==> src/rtl/hazard_pkg.sv <==
// Shared types and helpers for the ID-stage hazard scoreboard.
package hazard_pkg;

  // Entries store dest at a fixed width; narrower AW values are zero-extended.
  localparam int unsigned DestW       = 8;
  localparam int unsigned FWD_REGFILE = 0;

  typedef struct packed {
    logic             valid;
    logic [DestW-1:0] dest;
    logic             is_load;
  } entry_t;

  // Forward select for a bypass from tracked stage `stage`.
  function automatic int unsigned fwd_sel(input int unsigned stage);
    return stage + 1;
  endfunction

endpackage

==> src/rtl/hazard_match.sv <==
// Priority search of one ID source register against the in-flight writers.
module hazard_match
  import hazard_pkg::*;
#(
  parameter int AW         = 5,
  parameter int DEPTH      = 3,
  parameter int ALU_READY  = 1,
  parameter int LOAD_READY = 2,
  parameter int FW         = $clog2(DEPTH + 1)
) (
  input  logic [AW-1:0] src_i,
  input  logic          used_i,
  input  entry_t        entries_i [DEPTH],
  output logic          hazard_o,
  output logic [FW-1:0] fwd_o
);

  int thr;

  // Walk oldest to youngest so the youngest match is the last one to assign.
  always_comb begin
    hazard_o = 1'b0;
    fwd_o    = FW'(FWD_REGFILE);
    thr      = 0;
    for (int s = DEPTH - 1; s >= 0; s--) begin
      if (used_i && entries_i[s].valid && (entries_i[s].dest == DestW'(src_i)) &&
          (src_i != '0)) begin
        thr = entries_i[s].is_load ? LOAD_READY : ALU_READY;
        if (s >= thr) begin
          hazard_o = 1'b0;
          fwd_o    = FW'(fwd_sel(unsigned'(s)));
        end else begin
          hazard_o = 1'b1;
          fwd_o    = FW'(FWD_REGFILE);
        end
      end
    end
  end

endmodule

==> src/rtl/hazard_scoreboard.sv <==
// Scoreboard of in-flight register writers driving ID stalls, flushes and forward selects.
module hazard_scoreboard
  import hazard_pkg::*;
#(
  parameter int AW         = 5,
  parameter int DEPTH      = 3,
  parameter int ALU_READY  = 1,
  parameter int LOAD_READY = 2,
  parameter int FW         = $clog2(DEPTH + 1)
) (
  input  logic          clk,
  input  logic          reset,
  input  logic          id_valid,
  input  logic [AW-1:0] id_rs,
  input  logic [AW-1:0] id_rt,
  input  logic          id_uses_rs,
  input  logic          id_uses_rt,
  input  logic          id_reg_write,
  input  logic [AW-1:0] id_dest,
  input  logic          id_is_load,
  input  logic          id_branch_taken,
  input  logic          mem_busy,
  output logic          pc_write_en,
  output logic          ifid_write_en,
  output logic          ifid_flush,
  output logic          idex_bubble,
  output logic          pipe_hold,
  output logic [FW-1:0] fwd_rs,
  output logic [FW-1:0] fwd_rt,
  output logic [31:0]   stall_cycles
);

  if (AW > DestW) begin : g_aw_check
    $error("AW exceeds the stored destination width");
  end

  entry_t      entries_q [DEPTH];
  entry_t      entries_d [DEPTH];
  logic [31:0] stall_cycles_q, stall_cycles_d;
  logic        hazard_rs, hazard_rt, stall;

  hazard_match #(
    .AW         (AW),
    .DEPTH      (DEPTH),
    .ALU_READY  (ALU_READY),
    .LOAD_READY (LOAD_READY),
    .FW         (FW)
  ) u_match_rs (
    .src_i     (id_rs),
    .used_i    (id_uses_rs),
    .entries_i (entries_q),
    .hazard_o  (hazard_rs),
    .fwd_o     (fwd_rs)
  );

  hazard_match #(
    .AW         (AW),
    .DEPTH      (DEPTH),
    .ALU_READY  (ALU_READY),
    .LOAD_READY (LOAD_READY),
    .FW         (FW)
  ) u_match_rt (
    .src_i     (id_rt),
    .used_i    (id_uses_rt),
    .entries_i (entries_q),
    .hazard_o  (hazard_rt),
    .fwd_o     (fwd_rt)
  );

  // A memory freeze dominates: no bubble is inserted while the pipe is held.
  always_comb begin
    stall         = id_valid & (hazard_rs | hazard_rt) & ~mem_busy;
    pc_write_en   = ~(stall | mem_busy);
    ifid_write_en = ~(stall | mem_busy);
    idex_bubble   = stall;
    pipe_hold     = mem_busy;
    ifid_flush    = id_branch_taken & id_valid & ~stall & ~mem_busy;
    stall_cycles  = stall_cycles_q;
  end

  always_comb begin
    entries_d = entries_q;
    if (!mem_busy) begin
      for (int s = DEPTH - 1; s >= 1; s--) begin
        entries_d[s] = entries_q[s - 1];
      end
      entries_d[0].valid   = id_valid & id_reg_write & ~stall;
      entries_d[0].dest    = DestW'(id_dest);
      entries_d[0].is_load = id_is_load;
    end
  end

  always_comb begin
    stall_cycles_d = stall_cycles_q;
    if ((stall | mem_busy) && (stall_cycles_q != '1)) begin
      stall_cycles_d = stall_cycles_q + 32'd1;
    end
  end

  always_ff @(posedge clk) begin
    if (reset) begin
      for (int s = 0; s < DEPTH; s++) begin
        entries_q[s] <= '0;
      end
      stall_cycles_q <= '0;
    end else begin
      entries_q      <= entries_d;
      stall_cycles_q <= stall_cycles_d;
    end
  end

endmodule

==> config.mk <==
export PLATFORM = sky130hd
export DESIGN_NAME = hazard_scoreboard
export DESIGN_NICKNAME = d
export VERILOG_FILES = /design/src/rtl/hazard_pkg.sv /design/src/rtl/hazard_match.sv /design/src/rtl/hazard_scoreboard.sv
export SDC_FILE = /design/constraint.sdc
export NUM_CORES = 1
export LEC_CHECK = 0
export ABC_AREA = 1
export CAP_MARGIN = 10
export CORE_UTILIZATION = 58
export CTS_BUF_LIST = sky130_fd_sc_hd__clkbuf_2
export CTS_CLUSTER_SIZE = 20
export DETAILED_ROUTE_END_ITERATION = 10
export GPL_TIMING_DRIVEN = 0
export HOLD_SLACK_MARGIN = 0.06
export PLACE_DENSITY_LB_ADDON = 0.25
export SLEW_MARGIN = 25
export SYNTH_ARGS = -nofsm -noshare
export SYNTH_HDL_FRONTEND = slang
export SYNTH_SLANG_ARGS = --single-unit
==> constraint.sdc <==
create_clock -name clk -period 3.08 [get_ports clk]
set_input_delay 0.616 -clock clk [delete_from_list [all_inputs] [get_ports clk]]
set_output_delay 0.616 -clock clk [all_outputs]
set_load 0.005 [all_outputs]
Word-level counts from Yosys, hierarchy flattened
Index checks and enable logic that the tools add are counted.
{"block": "op_classes", "eq_ne": 7, "muxes": 21, "n_lt_le_gt_ge": 3, "reduce_logical": 21, "n_addsub": 1, "n_bitwise": 12}
{"operator": "$add A32 B1 Y32 const B", "count": 1}
{"operator": "$ge A1 B32 Y1 const A", "count": 1}
{"operator": "$ge A2 B32 Y1 const A", "count": 1}
{"operator": "$ge A3 B32 Y1 const A", "count": 1}
{"operator": "$ne A32 B32 Y1 const B", "count": 1}
{"operator": "$eq A5 B5 Y1", "count": 6}
{"operator": "$mux W2", "count": 11}
{"operator": "$logic_and A1 B1 Y1", "count": 19}
{"operator": "$mux W1", "count": 10}
{"operator": "$reduce_bool A5 Y1", "count": 2}
{"operator": "$and A1 B1 Y1", "count": 7}
{"operator": "$not A1 Y1", "count": 3}
{"operator": "$or A1 B1 Y1", "count": 2}
{"block": "totals", "ff_bits": 53}

Depth between registers and ports, before layout
{"block": "depth", "depth_word": 12, "ltp_mapped": 16, "ltp_nobuf": 16}

By module
A second synthesis with hierarchy kept.
{"block": "unflattened", "hier_cells": 622, "area_unflattened_um2": 3667.3}
{"module": "hazard_scoreboard", "cells_per_inst": 428, "area_per_inst_um2": 2813.9, "n_inst": 1, "seq_area_each_um2": 1061.0}
{"module": "hazard_match", "cells_per_inst": 97, "area_per_inst_um2": 426.7, "n_inst": 2, "seq_area_each_um2": 0.0}

Least setup slack after synthesis
Ideal clock, no wire load.
{"block": "synth_path", "path_type": "input-to-output", "startpoint": "input id_rt[4]", "endpoint": "output ifid_flush", "path_buffers": 1, "setup_slack_ns": 0.643, "path_stages": 14, "arrival_time_ns": 1.821, "path_cell_list": "inv_1 nand3_1 nor2_1 nor2_1 nand3_1 nand2_1 inv_1 nand2_1 nand2_1 nand2_4 buf_4 inv_1 nand3_1 inv_1"}
{"block": "synth_between", "elab_chain_len": 12, "word_cells_on_any_way": 19, "classes_between": "eq/ne: 3; mux: 3; bitwise: 6; reduce/logical: 7"}
{"element": "start: declaration", "line_no": "hazard_scoreboard.sv:15", "source": "input logic [AW-1:0] id_rt,"}
{"element": "$eq A5 B5 Y1", "line_no": "hazard_match.sv:26", "source": "if (used_i && entries_i[s].valid && (entries_i[s].dest == DestW'(src_i)) &&"}
{"element": "$logic_and A1 B1 Y1 (2 in series)", "line_no": "hazard_match.sv:26"}
{"element": "$mux W1 (2 in series)", "line_no": "hazard_match.sv:26"}
{"element": "$mux W1 (*)", "line_no": "hazard_match.sv:26"}
{"element": "$or A1 B1 Y1 (*)", "line_no": "hazard_scoreboard.sv:72", "source": "stall = id_valid & (hazard_rs | hazard_rt) & ~mem_busy;"}
{"element": "$and A1 B1 Y1 (*) (2 in series)", "line_no": "hazard_scoreboard.sv:72"}
{"element": "$not A1 Y1 (*)", "line_no": "hazard_scoreboard.sv:77", "source": "ifid_flush = id_branch_taken & id_valid & ~stall & ~mem_busy;"}
{"element": "$and A1 B1 Y1 (*) (2 in series)", "line_no": "hazard_scoreboard.sv:77"}
{"element": "end: declaration", "line_no": "hazard_scoreboard.sv:25", "source": "output logic ifid_flush,"}
Every way passes the cells marked *; elsewhere a longest branch is shown, timed or not.

Final worst setup path
{"block": "layout_path", "startpoint": "input id_rt[3]", "endpoint": "output ifid_write_en"}
{"block": "layout_between", "elab_chain_len": 11, "word_cells_on_any_way": 18, "classes_between": "eq/ne: 3; mux: 3; bitwise: 5; reduce/logical: 7"}
{"element": "$eq A5 B5 Y1", "line_no": "hazard_match.sv:26"}
{"element": "$logic_and A1 B1 Y1 (2 in series)", "line_no": "hazard_match.sv:26"}
{"element": "$mux W1 (2 in series)", "line_no": "hazard_match.sv:26"}
{"element": "$mux W1 (*)", "line_no": "hazard_match.sv:26"}
{"element": "$or A1 B1 Y1 (*)", "line_no": "hazard_scoreboard.sv:72"}
{"element": "$and A1 B1 Y1 (*) (2 in series)", "line_no": "hazard_scoreboard.sv:72"}
{"element": "$or A1 B1 Y1 (*)", "line_no": "hazard_scoreboard.sv:74", "source": "ifid_write_en = ~(stall | mem_busy);"}
{"element": "$not A1 Y1 (*)", "line_no": "hazard_scoreboard.sv:74"}
{"element": "end: declaration", "line_no": "hazard_scoreboard.sv:24", "source": "output logic ifid_write_en,"}
Marked as above.

==> summary.md <==
| Metric | Value |
|---|---|
| Run status | finished clean |
| Worst Min Path Start | entries_q[20] |
| Tot Pwr | approximately 1.3 mW |
| Final WS setup | 0.0857 ns |
| R2R Path Start | stall_cycles[0] |
| Filler cells | roughly 460 |
| Synth Warn # | 0 |
| CP Max Fanout | 5 |
| Post-synth top area share | 30.4% |
| Leakage | 2.01 nW |
| Mapped Area | roughly 3400 um^2 |
| GRT Overall Usage | about a third |
| Storage cell area | around 1100 um^2 |
| CORE AREA | ~5600 um^2 |
| Min Clock Period, post-route | around 3.0 ns |
| Max Freq | between 300 and 400 MHz |
| Cell with the most instances after synthesis | nand2_1 |
| Post-Route Skew | a little under 0.04 ns |
| Layout Nets | roughly 650 |
| Row cnt | 27 |
| Sink Count | 52 |
| # placed instances | 683 |
| Worst Path Arrival | around 2.4 ns |
| Register bit total from synthesis | 52 |
| Iter 0 DRT Violations | 235 |
| DIE AREA | roughly 6200 um^2 |
| First-pass GRT wire length | 16,700 um |
| CP Launch Type | input port |
| Hold_buf cts | 0 |
| Peak VDD IR | 200 uV |
| Largest cells by area after synthesis | dfxtp_1, nand2_1, nor2_1 |
| Antenna diodes | 0 |
| RSZ-0062 raised after global routing | true |
| Final Max Tran Viols | 0 |
| Hold Path Class | reg2reg |
| Biggest area consumer among synthesized cells | dfxtp_1 |
| Yosys cell types | 35 |
| Register area share after synthesis | 30.4% |
| Mapped Nets | ~570 |
| # DRC | 0 |
| Final ANT Viol Nets | 0 |
| Reg2reg setup slack | a little under 0.9 ns |
| Worst-Margin Slew | 0.591 ns |
| Post-Syn Instances | roughly 550 |
| Die Span X | between 70 and 80 um |
| Crit path capture type | output pin |
| Worst-case reg-to-reg path depth | 13 |
| CTS Buf Count | 5 |
| Endpoints failing setup | 0 |
| Initial Util | about three fifths |
| Buffers on Ports | 63 |
| Placement Setup Slack | -0.747 ns |
| H-tree depth | 2 |
| TritonRoute pass-1 iters | 7 |
| Ys async rst share | 0% |
| Clk buf depth | 2 |
| Root Buffer | clkbuf_2 |
| Worst flop-to-flop path endpoint | stall_cycles[13] |
| Worst hold path depth | 2 |
| Critical path class | in2out |
| CP required | 2.46 ns |
| Number of global-route vias before repair | 3,650 |
| Final Non-Filler Cells | 695 |
| PwrDens | ~300 nW/um^2 |
| Gpl congestion | approximately 0.94 |
| Layout cell share with drive strength beyond 1 | between 15 and 20% |
| Worst rel slew slack | around three fifths |
| Synth cell count leaders | nand2_1, nor2_1, inv_1, dfxtp_1, a21oi_1 |
| Total grt overflow | 0 |
| # IOs | 65 |
| Final core utilization | 76.7% |
| Hold Vio Cnt, Final | 0 |
| Clock-pin slew on the worst setup and hold paths | between 0.2 and 0.3 ns |
| Largest net degree at the start of global routing | 19 |
| Dpl hpwl | slightly below 8000 um |
| Hold Path End | entries_q[20] |
| Via count | between 3,000 and 4,000 |
| DRT Wirelength | just over 10,000 um |
| Part of the cycle the worst path needs | between 90% and 100% |
| Syn_area_per_cell | 6.26 um^2 |
| Number of synthesized flops with an enable pin | 0 |
| # Max-Cap Violations | 0 |
| Clk Latency, worst-skew pair | roughly 0.47 ns |
| Number of vias per cell | approximately 5.6 |
| P&R area growth vs syn | 25.5% |
| Initial antenna violation count | 0 |
| Die Y | approximately 79 um |
| Primary FF master, synth | dfxtp_1 |
| CTS tree | built |
| Routed len/inst | approximately 15 um |
| Multi-input gate area | a little over 2000 um^2 |
[layer usage]
metal  up-vias  GRT usage, %  share of wire (%)
met2       229          59.5                 49
met1      1734          39.1                 38
met4         0          21.6                5.6
met5         -             0                  0
li1       1894             -                  -
met3        52          5.52                7.4
[critical path, cell delays in order]
cell             delay (ns)
dlygate4sd2_1          0.26
inv_2                  0.11
nor2_1                 0.05
nor2_1                 0.10
nand2_1                0.08
nor2_2                 0.14
nand3_1                0.11
nand2_2                0.10
inv_1                  0.06
nand2_2                0.07
nand2_4                0.09
nand2_8                0.07
inv_2                  0.06
clkdlybuf4s50_1        0.45
[sequential cells by signal (all words and copies together) (netlist names)]
signal	count
stall_cycles	32
entries_q	20
[power breakdown]
part	internal, mW	switching (mW)	leakage, nW
sequential	0.706	0.0329	0.430
clock	0.0565	0.247	0.0252
combinational	0.115	0.150	1.55
[cell families (layout without fill, tap and decap cells)]
family          Yosys count  after routing  share of synthesized area [%]
simple gates            311            311                           42.2
buf+inv                  93            168                           11.8
fa+ha+maj                 1              1                          0.365
xor+xnor                 13             13                           3.32
flops                    52             52                           30.4
compound gates           78             78                           12.0
[placed cells by master (no fill, tap or decap), types with 15 or more instances in the layout]
cell             synthesis  routed
inv_1                   58      51
nand2_2                 12      15
a21oi_1                 46      45
nand3_1                 43      42
clkdlybuf4s50_1          0      48
dfxtp_1                 52      44
o21ai_0                 22      21
nor2_1                  83      75
nand2_1                134     130
inv_2                   13      20
[how the worst max path moves through the flow]
| stage | from | end | slack [ns] | cells past startpoint |
|---|---|---|---|---|
| finish | id_rt[3] | ifid_write_en | 0.09 | 14 |
| global route | entries_q[3] | fwd_rt[1] | -0.01 | 6 |
| global placement | id_rs[4] | pc_write_en | -0.74 | 15 |
| detailed placement | id_rs[4] | pc_write_en | -0.75 | 15 |
| floorplan | id_rt[4] | ifid_flush | 0.64 | 14 |
| CTS | id_rs[3] | pc_write_en | 0.001 | 15 |
[layout make-up]
cell class | instances | share of cell area, %
plain buffers | 18 | 2.76
clock buffers | 5 | 0.582
clock inverters | 3 | 0.552
inverters | 74 | 6.46
multi-input cells | 403 | 48.3
flip-flops and latches | 52 | 24.5
well taps | 72 | 2.09
repair buffers | 68 | 14.7
[through the flow]
step / hold slack [ns] / area, um^2 / TNS (ns)
6_report: 0.509 / 4300 / 0
5_1_grt: 0.525 / 4300 / -0.00965
4_1_cts: 0.510 / 4270 / 0
3_5_place_dp: 0.473 / 4150 / -3.23
3_3_place_gp: 0.463 / 4150 / -3.22
2_1_floorplan: 0.445 / 3430 / 0
[what timing repair did]
action / CTS / global route
pin swaps: 4 / 6
gates resized for setup: 38 / 35
setup buffers: 4 / 1
endpoints found under the setup margin: 7 / 7
Power figures use the tool's default switching activity.
